$ cat src/rtl/fetch_controller.sv
// IF-stage fetch sequencer: owns the fetch PC, runs the imem read handshake, and feeds IF/ID
// with stall holding and redirects (an in-flight read on redirect completes and is discarded).
module fetch_controller #(
    parameter logic [31:0] RESET_PC = 32'h0000_0000,
    parameter int          MAX_WAIT = 15
) (
    input  logic        CLK,
    input  logic        RESET,
    output logic        IMEM_READ,
    output logic [31:0] IMEM_ADDR,
    input  logic [31:0] IMEM_RDATA,
    input  logic        IMEM_BUSYWAIT,
    input  logic        STALL,
    input  logic        REDIRECT,
    input  logic [31:0] REDIRECT_PC,
    output logic        IF_VALID,
    output logic [31:0] IF_PC,
    output logic [31:0] IF_INSTR,
    output logic        FETCH_ERR
);
    localparam logic [31:0]  NOP      = 32'h0000_0013;
    localparam int           WW       = $clog2(MAX_WAIT + 1);
    localparam logic [WW-1:0] WAIT_MAX = WW'(MAX_WAIT);

    typedef enum logic [1:0] {BOOT, FETCH, FLUSH, HOLD} state_t;

    state_t        state, state_nxt;
    logic [31:0]   fetch_pc, fetch_pc_nxt;
    logic [31:0]   pending_pc, pending_pc_nxt;
    logic [31:0]   skid, skid_nxt;
    logic [31:0]   skid_pc, skid_pc_nxt;
    logic          if_valid, if_valid_nxt;
    logic [31:0]   if_pc, if_pc_nxt;
    logic [31:0]   if_instr, if_instr_nxt;
    logic [WW-1:0] wait_cnt, wait_cnt_nxt;
    logic          fetch_err, fetch_err_nxt;

    logic        resp;
    logic        slot_free;
    logic [31:0] redir_pc;

    assign IMEM_READ = (state == FETCH) || (state == FLUSH);
    assign IMEM_ADDR = fetch_pc;
    assign IF_VALID  = if_valid;
    assign IF_PC     = if_pc;
    assign IF_INSTR  = if_instr;
    assign FETCH_ERR = fetch_err;

    assign resp      = IMEM_READ && !IMEM_BUSYWAIT;
    assign slot_free = !if_valid || !STALL;
    assign redir_pc  = REDIRECT_PC & ~32'h3;

    always_ff @(posedge CLK or negedge RESET) begin
        if (!RESET) begin
            state      <= BOOT;
            fetch_pc   <= RESET_PC;
            pending_pc <= RESET_PC;
            skid       <= NOP;
            skid_pc    <= 32'h0;
            if_valid   <= 1'b0;
            if_pc      <= 32'h0;
            if_instr   <= NOP;
            wait_cnt   <= '0;
            fetch_err  <= 1'b0;
        end else begin
            state      <= state_nxt;
            fetch_pc   <= fetch_pc_nxt;
            pending_pc <= pending_pc_nxt;
            skid       <= skid_nxt;
            skid_pc    <= skid_pc_nxt;
            if_valid   <= if_valid_nxt;
            if_pc      <= if_pc_nxt;
            if_instr   <= if_instr_nxt;
            wait_cnt   <= wait_cnt_nxt;
            fetch_err  <= fetch_err_nxt;
        end
    end

    always_comb begin
        state_nxt      = state;
        fetch_pc_nxt   = fetch_pc;
        pending_pc_nxt = pending_pc;
        skid_nxt       = skid;
        skid_pc_nxt    = skid_pc;
        if_valid_nxt   = if_valid;
        if_pc_nxt      = if_pc;
        if_instr_nxt   = if_instr;
        wait_cnt_nxt   = wait_cnt;

        // IF/ID takes the presented instruction; a load below may refill the slot.
        if (if_valid && !STALL)
            if_valid_nxt = 1'b0;

        case (state)
            BOOT: begin
                if (REDIRECT)
                    fetch_pc_nxt = redir_pc;
                state_nxt = FETCH;
            end
            FETCH: begin
                if (REDIRECT && resp) begin
                    if_valid_nxt = 1'b0;
                    fetch_pc_nxt = redir_pc;
                end else if (REDIRECT) begin
                    pending_pc_nxt = redir_pc;
                    if_valid_nxt   = 1'b0;
                    state_nxt      = FLUSH;
                end else if (resp && slot_free) begin
                    if_instr_nxt = IMEM_RDATA;
                    if_pc_nxt    = fetch_pc;
                    if_valid_nxt = 1'b1;
                    fetch_pc_nxt = fetch_pc + 32'd4;
                end else if (resp) begin
                    skid_nxt     = IMEM_RDATA;
                    skid_pc_nxt  = fetch_pc;
                    fetch_pc_nxt = fetch_pc + 32'd4;
                    state_nxt    = HOLD;
                end
            end
            FLUSH: begin
                if (REDIRECT)
                    pending_pc_nxt = redir_pc;
                if (resp) begin
                    fetch_pc_nxt = REDIRECT ? redir_pc : pending_pc;
                    state_nxt    = FETCH;
                end
            end
            HOLD: begin
                if (REDIRECT) begin
                    skid_nxt     = NOP;
                    if_valid_nxt = 1'b0;
                    fetch_pc_nxt = redir_pc;
                    state_nxt    = FETCH;
                end else if (!STALL) begin
                    if_instr_nxt = skid;
                    if_pc_nxt    = skid_pc;
                    if_valid_nxt = 1'b1;
                    state_nxt    = FETCH;
                end
            end
            default: state_nxt = BOOT;
        endcase

        // Busy cycles are counted per read, including a read being flushed.
        if (resp)
            wait_cnt_nxt = '0;
        else if (IMEM_READ && IMEM_BUSYWAIT && wait_cnt < WAIT_MAX)
            wait_cnt_nxt = wait_cnt + 1'b1;

        fetch_err_nxt = fetch_err || (wait_cnt_nxt == WAIT_MAX);
    end
endmodule
$ cat config.mk
export PLATFORM = sky130hd
export DESIGN_NAME = fetch_controller
export DESIGN_NICKNAME = d
export VERILOG_FILES = /design/src/rtl/fetch_controller.sv
export SDC_FILE = /design/constraint.sdc
export NUM_CORES = 1
export LEC_CHECK = 0
export CAP_MARGIN = 20
export CORE_MARGIN = 2
export CORE_UTILIZATION = 57
export CTS_BUF_LIST = sky130_fd_sc_hd__clkbuf_16
export DETAILED_ROUTE_END_ITERATION = 16
export GPL_TIMING_DRIVEN = 0
export PLACE_DENSITY = 0.85
export SLEW_MARGIN = 10
export SYNTH_ARGS = -nofsm -noshare
export SYNTH_HDL_FRONTEND = slang
export SYNTH_SLANG_ARGS = --single-unit
$ cat constraint.sdc
create_clock -name CLK -period 3.6 [get_ports CLK]
set_input_delay 0.36 -clock CLK [delete_from_list [all_inputs] [get_ports CLK]]
set_output_delay 0.36 -clock CLK [all_outputs]
set_load 0.02 [all_outputs]
; Word level (Yosys, flattened, before mapping)
; Cells that the tools add are included.
[totals]
regBits = 200
elab_cells = 102
[classes]
bitwise_logic = 3
add_sub_neg = 2
reduce_logical = 22
n_mux = 45
n_lt_le_gt_ge = 1
eq_ne = 19
[op_table]
columns = operator, count
row1 = two-way mux 32 bit, 23
row2 = case mux 32 bit (2 select lines), 4
row3 = case mux 32 bit (3 select lines), 1
row4 = adder 32 x 3 -> 32 bit (second input constant), 1
row5 = inequality test 2 bit (second input constant), 8
row6 = two-way mux 2 bit, 7
row7 = AND reduction 6 bit, 2
row8 = AND reduction 5 bit, 2
row9 = inequality test 3 bit (second input constant), 3
row10 = two-way mux 4 bit, 2
row11 = case mux 2 bit (4 select lines), 1
row12 = logical AND 1 bit, 6
row13 = two-way mux 1 bit, 6
row14 = adder 4 x 1 -> 4 bit (second input constant), 1
row15 = equality test 2 bit (second input constant), 2
row16 = equality test 4 bit (second input constant), 1
row17 = < comparator 4 bit (second input constant), 1
row18 = inequality test 2 x 1 -> 1 bit (second input constant), 2
row19 = inequality test 4 x 2 -> 1 bit (second input constant), 1
row20 = AND reduction 4 bit, 1
row21 = nonzero test 2 bit, 2
row22 = zero test 1 bit, 3
row23 = logical OR 1 bit, 3
row24 = inequality test 3 x 2 -> 1 bit (second input constant), 1
row25 = other kinds (6), 8

; Longest topological paths before layout
[logic_depth]
word_depth = 8
mapped_depth = 10
mapped_depth_nobuf = 7

; Least setup slack after synthesis
; OpenSTA, ideal clock, no wires.
[synth_timing]
path_kind = register to register
startpoint = reg state[0]
endpoint = reg skid_pc[10]
required_ns = 3.475
t_arrival_ns = 2.201
synth_period_minus_slack_ns = 2.325
stages_incl_launch_ff = 8
setup_ns = 0.125
path_slack_ns = 1.275
cell_sequence = dfrtp_1 -> inv_1 -> ha_1 -> nor2_1 -> nand2_1 -> nor3_1 -> clkbuf_1 -> mux2_2
[synth_via]
elab_chain_cells = 6
elab_cells_between_ends = 9
classes_between = eq/ne (2) / bitwise (2) / reduce/logical (5)
[synth_rtl]
columns = item, line
row1 = "start, declared", 27  ; state_t state, state_nxt;
row2 = "start signal, assigned", 66  ; state <= state_nxt;
row3 = equality test 2 x 1 -> 1 bit / equality test 2 bit (equally long branches), "42, 94"
row4 = logical OR 1 bit, 42  ; assign IMEM_READ = (state == FETCH) || (state == FLUSH);
row5 = logical AND 1 bit, 49  ; assign resp = IMEM_READ && !IMEM_BUSYWAIT;
row6 = "logical AND 1 bit, on equally long branches", "108, 101"
row7 = inverter 1 bit (no source line), n/a
row8 = AND reduction 5 bit (no source line) (*), n/a
row9 = "end signal, assigned", 70  ; skid_pc <= skid_pc_nxt;
row10 = "end, declared", 31  ; logic [31:0] skid_pc, skid_pc_nxt;
; Every way passes the cells marked *; elsewhere a longest branch is shown, timed or not.
; A chain may end at the register's enable or synchronous reset.

; Worst setup path after layout
[layout_timing]
startpoint = reg state[0]
endpoint = reg skid_pc[6]
; The elaborated chain is that of the path after synthesis.

==> impl_metrics.toml <==
[run_status]
status = "completed"

[critical_path]
cpMaxStageDelayCell = "nor3_1"
cp-startpoint = "state[0]"
path_buf_inv = 2
reg2reg_from = "state[0]"
start_kind = "register"
end_kind = "register"
cpLargestDelayFamily = "simple AND/OR/NAND/NOR gates"
cp_cell_sequence = "inv_1 > ha_1 > nor2_1 > nand2_1 > nor3_1 > clkbuf_1 > mux2_2"
critPathKind = "register to register"
crit_arrival_ns = 3.63
cpPeakStageDelay_ns = 0.87
crit_path_max_fanout = 10
worstPathRequired_ns = 3.92

[pwr]
p_leak_nw = 5.068
finalPower_w = 0.01181
p_per_area_mw_per_mm2 = 962.9
ir_worst_vdd_mv = 0.5620

[yosys]
synth_area_leader_cell = "dfrtp_1"
synth_edf_count = 0
synth_mux_area_frac = 0.1154
synthFlopType = "dfrtp_1"
synth-seq-area-share = 0.5160
synth_seq_cells = 200
synth-xor-area-share = 0.007214
yosys_warnings = 0
syn_avg_cell_area_sq_um = 10.26
synth_compound_area_frac = 0.1639
synth.distinct_cells = 72
synth_top_area_share = 0.4998
synth.most_common_cell = "dfrtp_1"
synth_top_family_by_area = "compound AO/OA/AOI/OAI gates"
synth_fa_ha_area_frac = 0.007729
synthSimpleGateAreaFrac = 0.1469
synth.net_count = 1022
syn_area_sq_mm = 0.009713
async_reset_ff_frac = 1.000
synth_common_cells = "dfrtp_1 (194), nand2_1 (100), nor2_1 (98), mux2_2 (64), o21ai_0 (62)"
synthTopCellsByArea = "dfrtp_1 (50%), mux2_2 (7.4%), mux2i_1 (4.1%)"
synthCells = 947

[global_routing]
grt_max_degree = 72
grtUsageTotal = 0.3058
grt_pass1_wl_mm = 43.16
gr-total-overflow = 0
grt_pass1_vias = 8325
antenna_found_initial = 0

[cells_and_area]
layout-drive-gt1-share = 0.1134
final_cell_area_sq_mm = 0.01227
diodes = 0
fillerInstances = 1169
nets = 1208
syn_to_final_growth_pct = 26.29

[sta]
finalClockSkew_ns = 0.008927
whs_ns = 0.4564
drv_slew = 0
worst_pin_slew_ns = 1.048
fin_crit_ns = 3.305
rsz0062_at_grt = "false"
timing.final.ws_setup_ns = 0.2945
setup_viol = 0
fmax_mhz = 302.5
period_share = 0.9182
finalHoldViolCount = 0
relSlewSlack = 0.2959

[floorplanning]
die_area_sq_mm = 0.01810
rows = 47
floorplan.die.height_um = 134.5
die_w_um = 134.5
initial_utilization = 0.5836
coreArea_sq_mm = 0.01664
io-pin-count = 168

[clocking]
cts_sinks = 200
clock_latency_ns = 0.44
post_cts_resize_count = 0
clock-root-buffer = "clkbuf_16"
cts.htree.levels = 4
clock_path_buffers = 2
clkTransAtPathRegs_ns = 0.07
cts_tree = "done"
cts_buffers = 17

[routing]
drtIter0Drc = 822
wl_per_cell_um = 19.94
drt_wl_total_mm = 27.24
drtAntennaViolNets = 0
vias = 8429
dr.pass1.iters = 5
viasPerCell = 6.171
drc_errors = 0

[job]
max_cap_viol_count = 0

[placement]
pre_cts_ws_ns = 0.3527
placed_area_sq_mm = 0.01169
hpwl_mm = 19.13
routabilityCongestion = 0.9012
portBuffers = 164

[worst_hold_path]
hp-class = "input port to asynchronous set/reset pin"
-- state kept, by name, summed over array words and instances (netlist names) --
name / cells
pending_pc: 32
IF_PC: 32
FETCH_ERR: 1
skid_pc: 32
wait_cnt: 4
IF_INSTR: 32
skid: 32
IF_VALID: 1
IMEM_ADDR: 32
state: 2
-- kinds of logic after synthesis --
kind of cell               count (synthesis)
and+or+nand+nor                          304
adders and majority gates                  6
DFF                                      200
buffers and inverters                     83
AOI/OAI and AO/OA                        242
muxes                                    104
xor gates and xnor gates                   8
-- layout make-up --
cell class | count | area [sq um] | share of cell area
buffer | 76 | 390.4 | 0.03182
clock buffer | 17 | 425.4 | 0.03468
clock inverter | 15 | 141.4 | 0.01153
inverter | 7 | 26.28 | 0.002142
multi-input combinational | 664 | 4284 | 0.3492
sequential | 200 | 5012 | 0.4086
tap | 220 | 275.3 | 0.02244
timing repair buffer | 167 | 1712 | 0.1395
-- where the power goes --
part / internal (W) / switching (W) / total, W
Combinational: 0.00259 / 0.00331 / 0.00590
Clock: 0.000966 / 0.000899 / 0.00187
Sequential: 0.00328 / 0.000762 / 0.00404
-- final timing paths --
kind                         endpoint  slack [ns]  depth (start not counted)
setup / recovery           skid_pc[6]        0.29                          7
hold / removal               skid[17]        0.46                          2
setup reg to reg           skid_pc[6]        0.29                          7
hold reg to reg             FETCH_ERR        0.48                          1
max in group asynchronous    state[1]        2.40                          3
min in group CLK            FETCH_ERR        0.48                          1
-- placed cells by master (no fill, tap or decap), types with 7 or more instances in the layout --
| master | n |
|---|---|
| a22oi_1 | 7 |
| a221oi_1 | 8 |
| mux2_2 | 64 |
| a31oi_1 | 41 |
| a21oi_1 | 45 |
| a22o_1 | 12 |
| nand2_1 | 100 |
| buf_6 | 8 |
| clkbuf_1 | 56 |
| clkdlybuf4s50_1 | 163 |
| nor2_1 | 98 |
| nand2b_1 | 32 |
| inv_1 | 7 |
| clkbuf_16 | 17 |
| o21ai_0 | 62 |
| mux2i_1 | 40 |
| nand4_1 | 9 |
| nand3_1 | 13 |
| dfrtp_1 | 194 |
| nor3_1 | 14 |
-- timing repair --
| item | 4_1_cts | 5_1_grt |
|---|---|---|
| setup buffers | 0 | 0 |
| hold endpoints to repair | 64 | 0 |
| hold buffers | 1 | 0 |
-- per-layer routing --
| metal | up-vias | global-route usage | routed length (um) |
|---|---|---|---|
| li1 | 3786 | - | - |
| met1 | 4121 | 0.4119 | 11170 |
| met2 | 441 | 0.4881 | 12930 |
| met3 | 81 | 0.05743 | 2199 |
| met4 | 0 | 0.1345 | 942 |
| met5 | - | 0 | 0 |
-- stage by stage --
step | TNS [ns] | utilization | std cells
global placement | -1212.83 | 0.6988 | 1331
detailed placement | 0 | 0.7024 | 1333
floorplan | 0 | - | 947
finish | 0 | 0.7371 | 1366
global route | 0 | 0.7371 | 1366
CTS | 0 | 0.7371 | 1366
No activity file was read; power rests on OpenSTA's default activity.
